==> src/rtl/ncpu32k_dcache_linefill.sv <==
// rtl/ncpu32k_dcache_linefill.sv - D-cache line writeback and refill sequencer
// Optional feature macro: NCPU_DCACHE_CRIT_WORD_FIRST_EN (critical-word-first refill order).
module ncpu32k_dcache_linefill #(
  parameter int AW = 8,
  parameter int DW = 32,
  parameter int LW = 2,
  parameter int PW = 32
) (
  input  logic             clk,
  input  logic             rst,
  input  logic             req_valid,
  output logic             req_ready,
  input  logic             req_dirty,
  input  logic [AW-LW-1:0] req_idx,
  input  logic [PW-1:0]    req_victim_pa,
  input  logic [PW-1:0]    req_fill_pa,
  output logic             done,
  output logic             ram_en,
  output logic [AW-1:0]    ram_addr,
  output logic [DW/8-1:0]  ram_we,
  output logic [DW-1:0]    ram_din,
  input  logic [DW-1:0]    ram_dout,
  output logic             mem_cmd_valid,
  input  logic             mem_cmd_ready,
  output logic             mem_cmd_we,
  output logic [PW-1:0]    mem_cmd_addr,
  output logic             mem_wvalid,
  input  logic             mem_wready,
  output logic [DW-1:0]    mem_wdata,
  input  logic             mem_rvalid,
  output logic             mem_rready,
  input  logic [DW-1:0]    mem_rdata
);
  localparam int BB = $clog2(DW / 8);
  localparam int AL = BB + LW;
  localparam logic [PW-1:0] LINE_MASK = {{(PW-AL){1'b1}}, {AL{1'b0}}};
`ifdef NCPU_DCACHE_CRIT_WORD_FIRST_EN
  localparam logic [PW-1:0] FILL_MASK = {{(PW-BB){1'b1}}, {BB{1'b0}}};
`else
  localparam logic [PW-1:0] FILL_MASK = LINE_MASK;
`endif

  typedef enum logic [2:0] {IDLE, WB_CMD, WB_RD, WB_DAT, RF_CMD, RF_DAT, DONE} state_e;

  state_e           state_q, state_d;
  logic [LW-1:0]    beat_q, beat_d;
  logic [DW-1:0]    hold_q, hold_d;
  logic             fresh_q, fresh_d;
  logic [AW-LW-1:0] idx_q, idx_d;
  logic [PW-1:0]    victim_q, victim_d;
  logic [PW-1:0]    fill_q, fill_d;
  logic [LW-1:0]    fill_off, fill_word;
  logic [DW-1:0]    wb_data;
  logic             last_beat;

  assign last_beat = &beat_q;
`ifdef NCPU_DCACHE_CRIT_WORD_FIRST_EN
  assign fill_off = fill_q[BB +: LW];
`else
  assign fill_off = '0;
`endif
  assign fill_word = beat_q + fill_off;
  // RAM data is only valid in the first WB_DAT cycle; later stall cycles replay the hold copy.
  assign wb_data = fresh_q ? ram_dout : hold_q;

  always_comb begin
    state_d       = state_q;
    beat_d        = beat_q;
    hold_d        = hold_q;
    fresh_d       = 1'b0;
    idx_d         = idx_q;
    victim_d      = victim_q;
    fill_d        = fill_q;
    req_ready     = 1'b0;
    done          = 1'b0;
    ram_en        = 1'b0;
    ram_addr      = '0;
    ram_we        = '0;
    ram_din       = '0;
    mem_cmd_valid = 1'b0;
    mem_cmd_we    = 1'b0;
    mem_cmd_addr  = '0;
    mem_wvalid    = 1'b0;
    mem_wdata     = '0;
    mem_rready    = 1'b0;
    case (state_q)
      IDLE: begin
        req_ready = 1'b1;
        if (req_valid) begin
          idx_d    = req_idx;
          victim_d = req_victim_pa;
          fill_d   = req_fill_pa;
          state_d  = req_dirty ? WB_CMD : RF_CMD;
        end
      end
      WB_CMD: begin
        mem_cmd_valid = 1'b1;
        mem_cmd_we    = 1'b1;
        mem_cmd_addr  = victim_q & LINE_MASK;
        if (mem_cmd_ready) begin
          beat_d  = '0;
          state_d = WB_RD;
        end
      end
      WB_RD: begin
        ram_en   = 1'b1;
        ram_addr = {idx_q, beat_q};
        fresh_d  = 1'b1;
        state_d  = WB_DAT;
      end
      WB_DAT: begin
        mem_wvalid = 1'b1;
        mem_wdata  = wb_data;
        hold_d     = wb_data;
        if (mem_wready) begin
          beat_d  = beat_q + 1'b1;
          state_d = last_beat ? RF_CMD : WB_RD;
        end
      end
      RF_CMD: begin
        mem_cmd_valid = 1'b1;
        mem_cmd_addr  = fill_q & FILL_MASK;
        if (mem_cmd_ready) begin
          beat_d  = '0;
          state_d = RF_DAT;
        end
      end
      RF_DAT: begin
        mem_rready = 1'b1;
        if (mem_rvalid) begin
          ram_en   = 1'b1;
          ram_we   = '1;
          ram_din  = mem_rdata;
          ram_addr = {idx_q, fill_word};
          beat_d   = beat_q + 1'b1;
          if (last_beat) state_d = DONE;
        end
      end
      DONE: begin
        done    = 1'b1;
        state_d = IDLE;
      end
      default: state_d = IDLE;
    endcase
    // Reset silences every output in the cycle it is sampled, so an aborted refill cannot write.
    if (rst) begin
      req_ready     = 1'b0;
      done          = 1'b0;
      ram_en        = 1'b0;
      ram_addr      = '0;
      ram_we        = '0;
      ram_din       = '0;
      mem_cmd_valid = 1'b0;
      mem_cmd_we    = 1'b0;
      mem_cmd_addr  = '0;
      mem_wvalid    = 1'b0;
      mem_wdata     = '0;
      mem_rready    = 1'b0;
    end
  end

  always_ff @(posedge clk) begin
    if (rst) begin
      state_q  <= IDLE;
      beat_q   <= '0;
      hold_q   <= '0;
      fresh_q  <= 1'b0;
      idx_q    <= '0;
      victim_q <= '0;
      fill_q   <= '0;
    end else begin
      state_q  <= state_d;
      beat_q   <= beat_d;
      hold_q   <= hold_d;
      fresh_q  <= fresh_d;
      idx_q    <= idx_d;
      victim_q <= victim_d;
      fill_q   <= fill_d;
    end
  end
endmodule

==> config.mk <==
export PLATFORM = sky130hd
export DESIGN_NAME = ncpu32k_dcache_linefill
export DESIGN_NICKNAME = d
export VERILOG_FILES = /design/src/rtl/ncpu32k_dcache_linefill.sv
export SDC_FILE = /design/constraint.sdc
export NUM_CORES = 1
export LEC_CHECK = 0
export BUFFER_PORTS_ARGS = -buffer_cell sky130_fd_sc_hd__buf_2
export CELL_PAD_IN_SITES_DETAIL_PLACEMENT = 2
export CELL_PAD_IN_SITES_GLOBAL_PLACEMENT = 2
export CORE_ASPECT_RATIO = 1.75
export CORE_MARGIN = 2
export CORE_UTILIZATION = 26
export CTS_CLUSTER_DIAMETER = 120
export DETAILED_ROUTE_END_ITERATION = 7
export GPL_ROUTABILITY_DRIVEN = 0
export PLACE_DENSITY_LB_ADDON = 0.1
export SYNTH_ARGS = -nofsm -noshare
export SYNTH_HDL_FRONTEND = slang
export SYNTH_SLANG_ARGS = --single-unit
==> constraint.sdc <==
create_clock -name clk -period 3.3 [get_ports clk]
set_clock_uncertainty 0.05 [all_clocks]
set_input_delay 0.66 -clock clk [delete_from_list [all_inputs] [get_ports clk]]
set_output_delay 0.66 -clock clk [all_outputs]
set_load 0.05 [all_outputs]
==> results of run 1 <==
[final timing paths]
kind         depth (start not counted)                      end               startpoint  slack (ps)
min                                  2    idx_q[5]$_SDFFE_PP0P_    idx_q[5]$_SDFFE_PP0P_         410
max reg2reg                          3  hold_q[11]$_SDFFE_PP0N_  state_q[2]$_SDFFE_PP0P_        1150
min reg2reg                          2    idx_q[5]$_SDFFE_PP0P_    idx_q[5]$_SDFFE_PP0P_         410
max                                  5         mem_cmd_addr[30]  state_q[0]$_SDFFE_PP0P_         240
[layout by cell type, fill, tap and decap left out, types with 2 or more instances in the layout]
cell type    n
inv_2        2
nand3_1      2
or4_1        2
a22o_1      60
nor3_2       2
and2_1       9
clkbuf_16    9
nor3_1       2
clkinv_4     2
buf_4       13
clkbuf_8     2
diode_2      2
mux2i_1     35
nor2_1      37
buf_2      243
a21oi_1     67
conb_1       4
dfxtp_1     99
nor3_4       2
and3_1      32
nand2_1    129
nand2b_1     5
[flip-flops by register name, indices dropped and copies added (netlist names)]
signal    flops
beat_q        2
fresh_q       1
state_q       3
idx_q         6
hold_q       32
fill_q       28
victim_q     28
[worst max-delay path: cells and delay by family, from the launching register on]
kind	cells	cell delay, ps
buffers and inverters	2	650
and+or+nand+nor	2	480
AOI/OAI and AO/OA	1	230
DFF	1	650
[routing by layer]
metal	share of wire, %	vias to the layer above	GRT usage [%]	wire [um]
li1	-	2377	-	-
met1	36	2408	18.4	6420
met2	56	117	35.5	9970
met3	5.5	16	4.56	976
met4	1.7	0	5.79	294
met5	0	-	0	0
[power breakdown]
group | switching (mW) | leakage (nW) | internal [mW]
Combinational | 0.936 | 2.03 | 0.429
Clock | 0.465 | 0.139 | 0.551
Sequential | 0.169 | 0.816 | 1.40
[metrics by stage]
step	total power [mW]	instances	instance area [um^2]	utilization [%]	hold slack, ps
finish	3.95	1020	6320	35.3	407
global route	4.24	1020	6320	35.3	430
CTS	4.04	1018	6320	35.3	412
detailed placement	3.00	1003	6040	33.8	401
global placement	2.93	1003	6040	33.8	390
floorplan	2.58	572	4710	-	382
[cell type report]
| cell class | instances | area, um^2 | area share (%) |
|---|---|---|---|
| multi-input combinational | 411 | 2420 | 38.3 |
| antenna | 2 | 5.00 | 0.0791 |
| clock buffer | 12 | 256 | 4.06 |
| sequential | 100 | 2000 | 31.7 |
| tap | 234 | 293 | 4.63 |
| clock inverter | 3 | 22.5 | 0.356 |
| timing repair buffer | 256 | 1310 | 20.8 |
| inverter | 2 | 7.51 | 0.119 |
[kinds of logic (layout without fill, tap and decap cells)]
| kind of cell | Yosys count | in the layout | share of synthesized area [%] |
|---|---|---|---|
| other | 1 | 6 | 0.0798 |
| buffers and inverters | 61 | 273 | 6.42 |
| AND/OR/NAND/NOR | 233 | 233 | 22.7 |
| multiplexers | 35 | 35 | 7.46 |
| AO/OA/AOI/OAI | 137 | 137 | 20.2 |
| adder cells (fa/ha/maj) | 1 | 1 | 0.266 |
| XOR/XNOR | 1 | 1 | 0.187 |
| flip-flops | 100 | 100 | 42.6 |
==> flow_summary.json, run 1 <==
{
  "post_synth_inst_count": 569,
  "place_ws_ps": 528,
  "hold_path_class": "reg -> reg",
  "grt.total_usage_pct": 18.2,
  "post_cts_buffers": 0,
  "syn_to_final_growth_pct": 34.6,
  "max_slew_margin_pct": 50.0,
  "dp_hpwl_mm": 13.1,
  "status": "finished clean",
  "grt_max_degree": 63,
  "worstMarginPinSlew_ps": 750,
  "fin_setup_tns_ps": 0,
  "h-tree-depth": 3,
  "p_leak_nw": 2.99,
  "grt_pass1_wl_mm": 27.8,
  "maxCapViolCount": 0,
  "vias_per_cell": 4.82,
  "synth-edff-count": 0,
  "hold_buffers": 0,
  "cts_root_buf": "clkbuf_16",
  "nets": 922,
  "cts-buffers-inserted": 9,
  "first_global_vias": 5350,
  "core-area_mm2": 0.0179,
  "post_cts_resized": 0,
  "cp_data_required_time_ps": 2590,
  "setup_viol": 0,
  "critPathKind": "reg -> out",
  "ys_ff_latch": 100,
  "cts_max_path_buffers": 2,
  "clk_pin_slew_worst_paths_ps": 70,
  "hold_viol": 0,
  "max_stage_delay_ps": 650,
  "period_share_pct": 92.8,
  "synth.top_cells.by_area": "dfxtp_1 43%, a22o_1 11%, nand2_1 10%",
  "async_flop_share_pct": 0,
  "nFillCells": 2107,
  "fin_crit_ps": 3060,
  "die_w_um": 106,
  "crit_chain": "nand2b_1 -> nor3_2 -> buf_4 -> a22o_1 -> buf_2",
  "start_util_pct": 26.3,
  "synth_top_area_cell": "dfxtp_1",
  "ir_drop_mv": 0.286,
  "rows": 65,
  "ys.flop_type": "dfxtp_1",
  "maxClockFrequency_mhz": 327,
  "numPortBuffers": 243,
  "overflow": 0,
  "crit_path_start_kind": "flip-flop",
  "wire_per_inst_um": 17.3,
  "ys_warn_count": 0,
  "cts_sinks": 100,
  "grt_antenna_before_repair": 2,
  "pin_count": 256,
  "arrival_ps": 2350,
  "pwr_density_cell_mw_per_mm2": 624,
  "layout_setup_ws_ps": 238,
  "die_area_mm2": 0.0192,
  "drive_gt1_share_pct": 36.0,
  "via_count": 4918,
  "clock_latency_ps": 350,
  "synth-seq-area-share_pct": 42.6,
  "rsz0062_at_grt": "no",
  "drtAntennaViolNets": 0,
  "yosysTopAreaCellShare_pct": 42.6,
  "critPathCaptureType": "output pin",
  "chipHeight_um": 182,
  "firstDrtPassIters": 4,
  "syn_avg_cell_area_um2": 8.25,
  "synth.distinct_cells": 41,
  "drt-initial-drc-count": 66,
  "synth.most_common_cell": "nand2_1",
  "cp_slowest_cell": "dfxtp_1",
  "synth_common_cells": "129 x nand2_1, 100 x dfxtp_1, 67 x a21oi_1, 60 x a22o_1, 37 x nor2_1",
  "drv_slew": 0,
  "path_max_fanout": 29,
  "cts_tree": "yes",
  "totalWireLength_mm": 17.7,
  "drc": 0,
  "synthesis.area_mm2": 0.00470
}
Power figures use the tool's default switching activity.
==> run 2, diff against run 1 <==
--- a/config.mk
+++ b/config.mk
@@ -15,6 +15,7 @@
 export DETAILED_ROUTE_END_ITERATION = 7
 export GPL_ROUTABILITY_DRIVEN = 0
 export PLACE_DENSITY_LB_ADDON = 0.1
+export SETUP_SLACK_MARGIN = 0.5
 export SYNTH_ARGS = -nofsm -noshare
 export SYNTH_HDL_FRONTEND = slang
 export SYNTH_SLANG_ARGS = --single-unit
==> flow_summary.json, run 2 (synthesis gave the netlist of run 1 again) <==
{
  "largest-register": "hold_q",
  "nFillCells": 2178,
  "grt.total_usage_pct": 18.0,
  "drc": 0,
  "path_max_fanout": 33,
  "crit_chain": "clkbuf_4 -> nand2b_1 -> or2_1 -> buf_6 -> nor2_1 -> clkbuf_4",
  "final_util_pct": 36.1,
  "via_count": 4921,
  "rows": 65,
  "final_common_cell": "buf_2",
  "cp_slowest_cell": "clkbuf_4",
  "core-area_mm2": 0.0179,
  "first_global_vias": 5348,
  "layout_common_cells": "225 x buf_2, 129 x nand2_1, 97 x dfxtp_1",
  "largest_reg_flops": 32,
  "cts_tree": "yes",
  "fin_area_mm2": 0.00647,
  "cts_sinks": 100,
  "rsz0062_at_grt": "yes",
  "fin_setup_tns_ps": 0,
  "cpMostUsedCell": "clkbuf_4",
  "cts_max_path_buffers": 2,
  "dp_hpwl_mm": 13.5,
  "numPortBuffers": 243,
  "die_area_mm2": 0.0192,
  "max_slew_margin_pct": 49.3,
  "drive_gt1_share_pct": 36.9,
  "vias_per_cell": 4.82,
  "die_w_um": 106,
  "ir_drop_mv": 0.312,
  "max_stage_delay_ps": 250,
  "pin_count": 256,
  "fin_hold_ws_ps": 408,
  "p_leak_nw": 3.02,
  "critPathKind": "in -> out",
  "crit_path_start_kind": "input port",
  "grt_pass1_wl_mm": 27.8,
  "setup_viol": 0,
  "totalWireLength_mm": 17.9,
  "dp.cells": 1006,
  "syn_to_final_growth_pct": 37.7,
  "maxCapViolCount": 0,
  "drt-initial-drc-count": 132,
  "overflow": 0,
  "maxClockFrequency_mhz": 373,
  "cts_root_buf": "clkbuf_16",
  "grt_max_degree": 63,
  "pwr_density_cell_mw_per_mm2": 636,
  "arrival_ps": 1970,
  "firstDrtPassIters": 4,
  "wire_per_inst_um": 17.5,
  "path_buf_inv": 3,
  "start_util_pct": 26.3,
  "crit_family": "buffers and inverters",
  "fin_crit_ps": 2680,
  "chipHeight_um": 182,
  "nets": 925,
  "hold_path_class": "reg -> reg",
  "hold_viol": 0,
  "critPathCaptureType": "output pin",
  "grt_antenna_before_repair": 0,
  "worstMarginPinSlew_ps": 759,
  "clock_latency_ps": 330,
  "clk_pin_slew_worst_paths_ps": 70,
  "reg_top3": "hold_q: 32 flops, fill_q: 28 flops, victim_q: 28 flops",
  "cp_data_required_time_ps": 2590,
  "drtAntennaViolNets": 0,
  "period_share_pct": 81.2,
  "h-tree-depth": 3,
  "cts-buffers-inserted": 9,
  "drv_slew": 0,
  "diodes": 0,
  "status": "finished clean",
  "placed_area_mm2": 0.00608,
  "fin_cells": 1022
}
[run 2: worst register-to-register path: stages (launching register included)]
cell and delay, ps:
dfxtp_1 350, buf_4 200, nor2_1 200, nand3_2 610, buf_4 500, nand2_1 130
a21oi_1 70
[run 2: routing by layer]
metal | global-route usage [%] | up-vias | part of all wire, %
met5 | 0 | - | 0
met4 | 4.47 | 0 | 1.2
met3 | 4.38 | 11 | 5.2
met2 | 34.8 | 118 | 56
met1 | 19.3 | 2406 | 38
li1 | - | 2386 | -
[run 2: path summary, 6_finish.rpt]
kind	depth (start not counted)	slack, ps	from	endpoint
worst max-delay path	6	620	rst	mem_wdata[9]
worst min-delay path	2	410	idx_q[0]$_SDFFE_PP0P_	idx_q[0]$_SDFFE_PP0P_
worst max register to register	6	1040	state_q[2]$_SDFFE_PP0P_	fill_q[15]$_SDFFE_PP0P_
worst min register to register	2	410	idx_q[0]$_SDFFE_PP0P_	idx_q[0]$_SDFFE_PP0P_
[run 2: metrics by stage]
stage	power [mW]	setup slack, ps
CTS	4.19	509
finish	4.11	621
detailed placement	3.04	494
global route	4.41	467
floorplan	2.59	526
global placement	2.96	560
[run 2: repair_timing]
action / CTS / global route
hold buffers: 0 / 0
pin swaps: 0 / 0
setup buffers: 0 / 0
gates resized for setup: 3 / 22
endpoints found under the setup margin: 79 / 71
[run 2: cell type report]
class	count	area, um^2	share of cell area [%]
Timing Repair Buffer	259	1400	21.7
Multi-Input combinational cell	411	2440	37.7
Clock buffer	11	253	3.91
Clock inverter	5	67.6	1.04
Inverter	2	7.51	0.116
Tap cell	234	293	4.53
Sequential cell	100	2010	31.1
[run 2: report_power, final]
part	total (mW)	switching [mW]	internal, mW
Clock	1.12	0.483	0.641
Combinational	1.43	0.961	0.466
Sequential	1.56	0.161	1.40
Total	4.11	1.61	2.51
==> run 3, diff against run 2 <==
--- a/config.mk
+++ b/config.mk
@@ -5,12 +5,13 @@
 export SDC_FILE = /design/constraint.sdc
 export NUM_CORES = 1
 export LEC_CHECK = 0
+export ABC_AREA = 1
 export BUFFER_PORTS_ARGS = -buffer_cell sky130_fd_sc_hd__buf_2
 export CELL_PAD_IN_SITES_DETAIL_PLACEMENT = 2
 export CELL_PAD_IN_SITES_GLOBAL_PLACEMENT = 2
 export CORE_ASPECT_RATIO = 1.75
 export CORE_MARGIN = 2
-export CORE_UTILIZATION = 26
+export CORE_UTILIZATION = 24
 export CTS_CLUSTER_DIAMETER = 120
 export DETAILED_ROUTE_END_ITERATION = 7
 export GPL_ROUTABILITY_DRIVEN = 0
==> constraint.sdc (replaced) <==
create_clock -name clk -period 2.5 [get_ports clk]
set_clock_uncertainty 0.05 [all_clocks]
set_input_delay 0.5 -clock clk [delete_from_list [all_inputs] [get_ports clk]]
set_output_delay 0.5 -clock clk [all_outputs]
set_load 0.05 [all_outputs]
==> flow_summary.json, run 3 <==
{
  "pwr-share-comb_pct": 46.6,
  "maxClockFrequency_mhz": 442,
  "power_switching_share_pct": 41.6,
  "drv_slew": 0,
  "maxCapViolCount": 0,
  "drt-initial-drc-count": 69,
  "layout_setup_ws_ps": 237,
  "reg2reg_from": "state_q[1]$_SDFFE_PP0P_",
  "fin_cells": 1165,
  "largest-register": "hold_q",
  "crit_end": "ram_addr[3]",
  "totalWireLength_mm": 20.6,
  "synth_compound_area_share_pct": 23.6,
  "drtAntennaViolNets": 0,
  "r2r_setup_slack_ps": 670,
  "ys_ff_latch": 100,
  "async_flop_share_pct": 0,
  "synthSimpleGateAreaFrac_pct": 11.3,
  "crit_path_start_kind": "flip-flop",
  "path_max_fanout": 5,
  "synthesis.area_mm2": 0.00490,
  "yosysTopAreaCellShare_pct": 40.9,
  "cp_data_required_time_ps": 1950,
  "core-area_mm2": 0.0202,
  "grt_max_degree": 60,
  "synth-seq-area-share_pct": 40.9,
  "placed_area_mm2": 0.00744,
  "chipHeight_um": 193,
  "hold_buffers": 0,
  "vias_per_cell": 4.59,
  "diodes": 0,
  "synth_common_cells": "135 x inv_1, 100 x dfxtp_1, 83 x nor2_1, 68 x a21oi_1, 51 x o21ai_0",
  "die_area_mm2": 0.0216,
  "dp_hpwl_mm": 14.3,
  "cts_tree": "yes",
  "overflow": 0,
  "synth_top_family_by_area": "compound AO/OA/AOI/OAI gates",
  "drc": 0,
  "period_share_pct": 90.5,
  "ys_warn_count": 0,
  "drive_gt1_share_pct": 53.0,
  "p_int_mw": 3.81,
  "rows": 69,
  "syn_to_final_growth_pct": 88.3,
  "grt.total_usage_pct": 17.7,
  "dp.cells": 1115,
  "cts_sinks": 100,
  "layout_common_cells": "134 x inv_1, 133 x buf_2, 96 x dfxtp_1",
  "post_synth_inst_count": 646,
  "synth_fa_ha_area_share_pct": 0.255,
  "hold_path_class": "in -> reg",
  "synth.distinct_cells": 30,
  "p_leak_nw": 3.59,
  "clock_latency_ps": 350,
  "p_sw_mw": 2.72,
  "numPortBuffers": 243,
  "r2r-end": "victim_q[21]$_SDFFE_PP0P_",
  "synth-edff-count": 0,
  "critPathCaptureType": "output pin",
  "clockPowerShare_pct": 21.2,
  "arrival_ps": 1710,
  "setup_viol": 0,
  "pin_count": 256,
  "fin_setup_tns_ps": 0,
  "die_w_um": 112,
  "min_path_cells": 3,
  "start_util_pct": 24.2,
  "reg_top3": "hold_q: 32 flops, fill_q: 28 flops, victim_q: 28 flops",
  "synth_xor_area_share_pct": 0,
  "crit_start": "state_q[2]$_SDFFE_PP0P_",
  "final_common_cell": "inv_1",
  "cts-buffers-inserted": 9,
  "critPathKind": "reg -> out",
  "wire_per_inst_um": 17.7,
  "synth_mux_area_share_pct": 6.54,
  "grt_pass1_wl_mm": 30.6,
  "nets": 1054,
  "fin_crit_ps": 2260,
  "clk_pin_slew_worst_paths_ps": 70,
  "rsz0062_at_grt": "yes",
  "synth.top_cells.by_area": "dfxtp_1 41%, inv_1 10%, a21oi_1 6.9%",
  "synth.most_common_cell": "inv_1",
  "r2r_cells": 7,
  "place_ws_ps": 256,
  "nFillCells": 2136,
  "status": "finished clean",
  "fin_area_mm2": 0.00922,
  "cts_root_buf": "clkbuf_16",
  "hold_viol": 0,
  "via_count": 5348,
  "ir_drop_mv": 0.389,
  "seqPwrFrac_pct": 32.2,
  "cts_max_path_buffers": 2,
  "fin_hold_ws_ps": 369,
  "synth_top_area_cell": "dfxtp_1",
  "firstDrtPassIters": 3,
  "largest_reg_flops": 32,
  "first_global_vias": 5885,
  "grt_antenna_before_repair": 0,
  "syn_avg_cell_area_um2": 7.58,
  "ys.flop_type": "dfxtp_1",
  "pwr_density_cell_mw_per_mm2": 708,
  "h-tree-depth": 3
}
[run 3: cell count changes in the layout (fill, tap and decap cells not counted), moves of 48 or more]
cell	previous run	this run
buf_8	0	48
a22o_1	60	0
inv_1	0	134
buf_2	225	133
nor2_4	0	77
nand2_1	129	13
buf_6	2	67
o21ai_0	0	51
[run 3: layout make-up]
type | count | area (um^2) | area share [%]
clock buffer | 11 | 253 | 2.74
inverter | 142 | 581 | 6.29
tap | 248 | 310 | 3.36
clock inverter | 5 | 35.0 | 0.380
timing repair buffer | 304 | 2860 | 31.0
multi-input combinational | 355 | 3170 | 34.3
sequential | 100 | 2010 | 21.8
[run 3: timing repair]
| action | in CTS | in global routing |
|---|---|---|
| gates cloned | 1 | 4 |
| pin swaps | 4 | 31 |
| endpoints found under the hold margin | 0 | 0 |
| gates resized for setup | 241 | 102 |
| setup endpoints to repair | 111 | 109 |
| setup buffers | 17 | 12 |
[run 3: worst min-delay path by stage]
stage,from,endpoint
4_1_cts,req_fill_pa[18],fill_q[18]$_SDFFE_PP0P_
2_1_floorplan,victim_q[8]$_SDFFE_PP0P_,victim_q[8]$_SDFFE_PP0P_
3_3_place_gp,fill_q[8]$_SDFFE_PP0P_,fill_q[8]$_SDFFE_PP0P_
3_5_place_dp,hold_q[5]$_SDFFE_PP0N_,hold_q[5]$_SDFFE_PP0N_
5_1_grt,req_fill_pa[17],fill_q[17]$_SDFFE_PP0P_
6_report,req_fill_pa[14],fill_q[14]$_SDFFE_PP0P_
[run 3: metal layers]
layer  routed length [um]  share of wire (%)  GRT usage [%]
met5                    0                  0              0
met4                  273                1.3           5.11
met3                  885                4.3           3.75
met2                12100                 59           35.7
met1                 7310                 35           18.1
[run 3: power groups by stage]
stage	combinational, mW	sequential [mW]	clock (mW)
finish	3.04	2.10	1.39
global route	3.30	2.13	1.51
CTS	2.87	2.10	1.46
detailed placement	2.59	2.13	0
global placement	2.47	2.11	0
floorplan	2.03	2.06	0
[run 3: cells by family after synthesis]
logic type | after synthesis
buffers and inverters | 194
DFF | 100
AOI/OAI and AO/OA | 194
muxes | 32
adders and majority gates | 1
and+or+nand+nor | 124
other | 1
[run 3: through the flow]
step                      util [%]  total power [mW]
after floorplan                  -              4.09
after global placement        36.8              4.59
after detailed placement      36.8              4.72
after CTS                     43.0              6.43
after global routing          45.7              6.94
final                         45.7              6.53
[run 3: worst max-delay path, stage by stage, from the launching register on]
cell       delay, ps
dfxtp_4          380
buf_8            140
nor4_4           330
nor2_4            90
clkbuf_16        180
nor2_4            90
buf_8            150
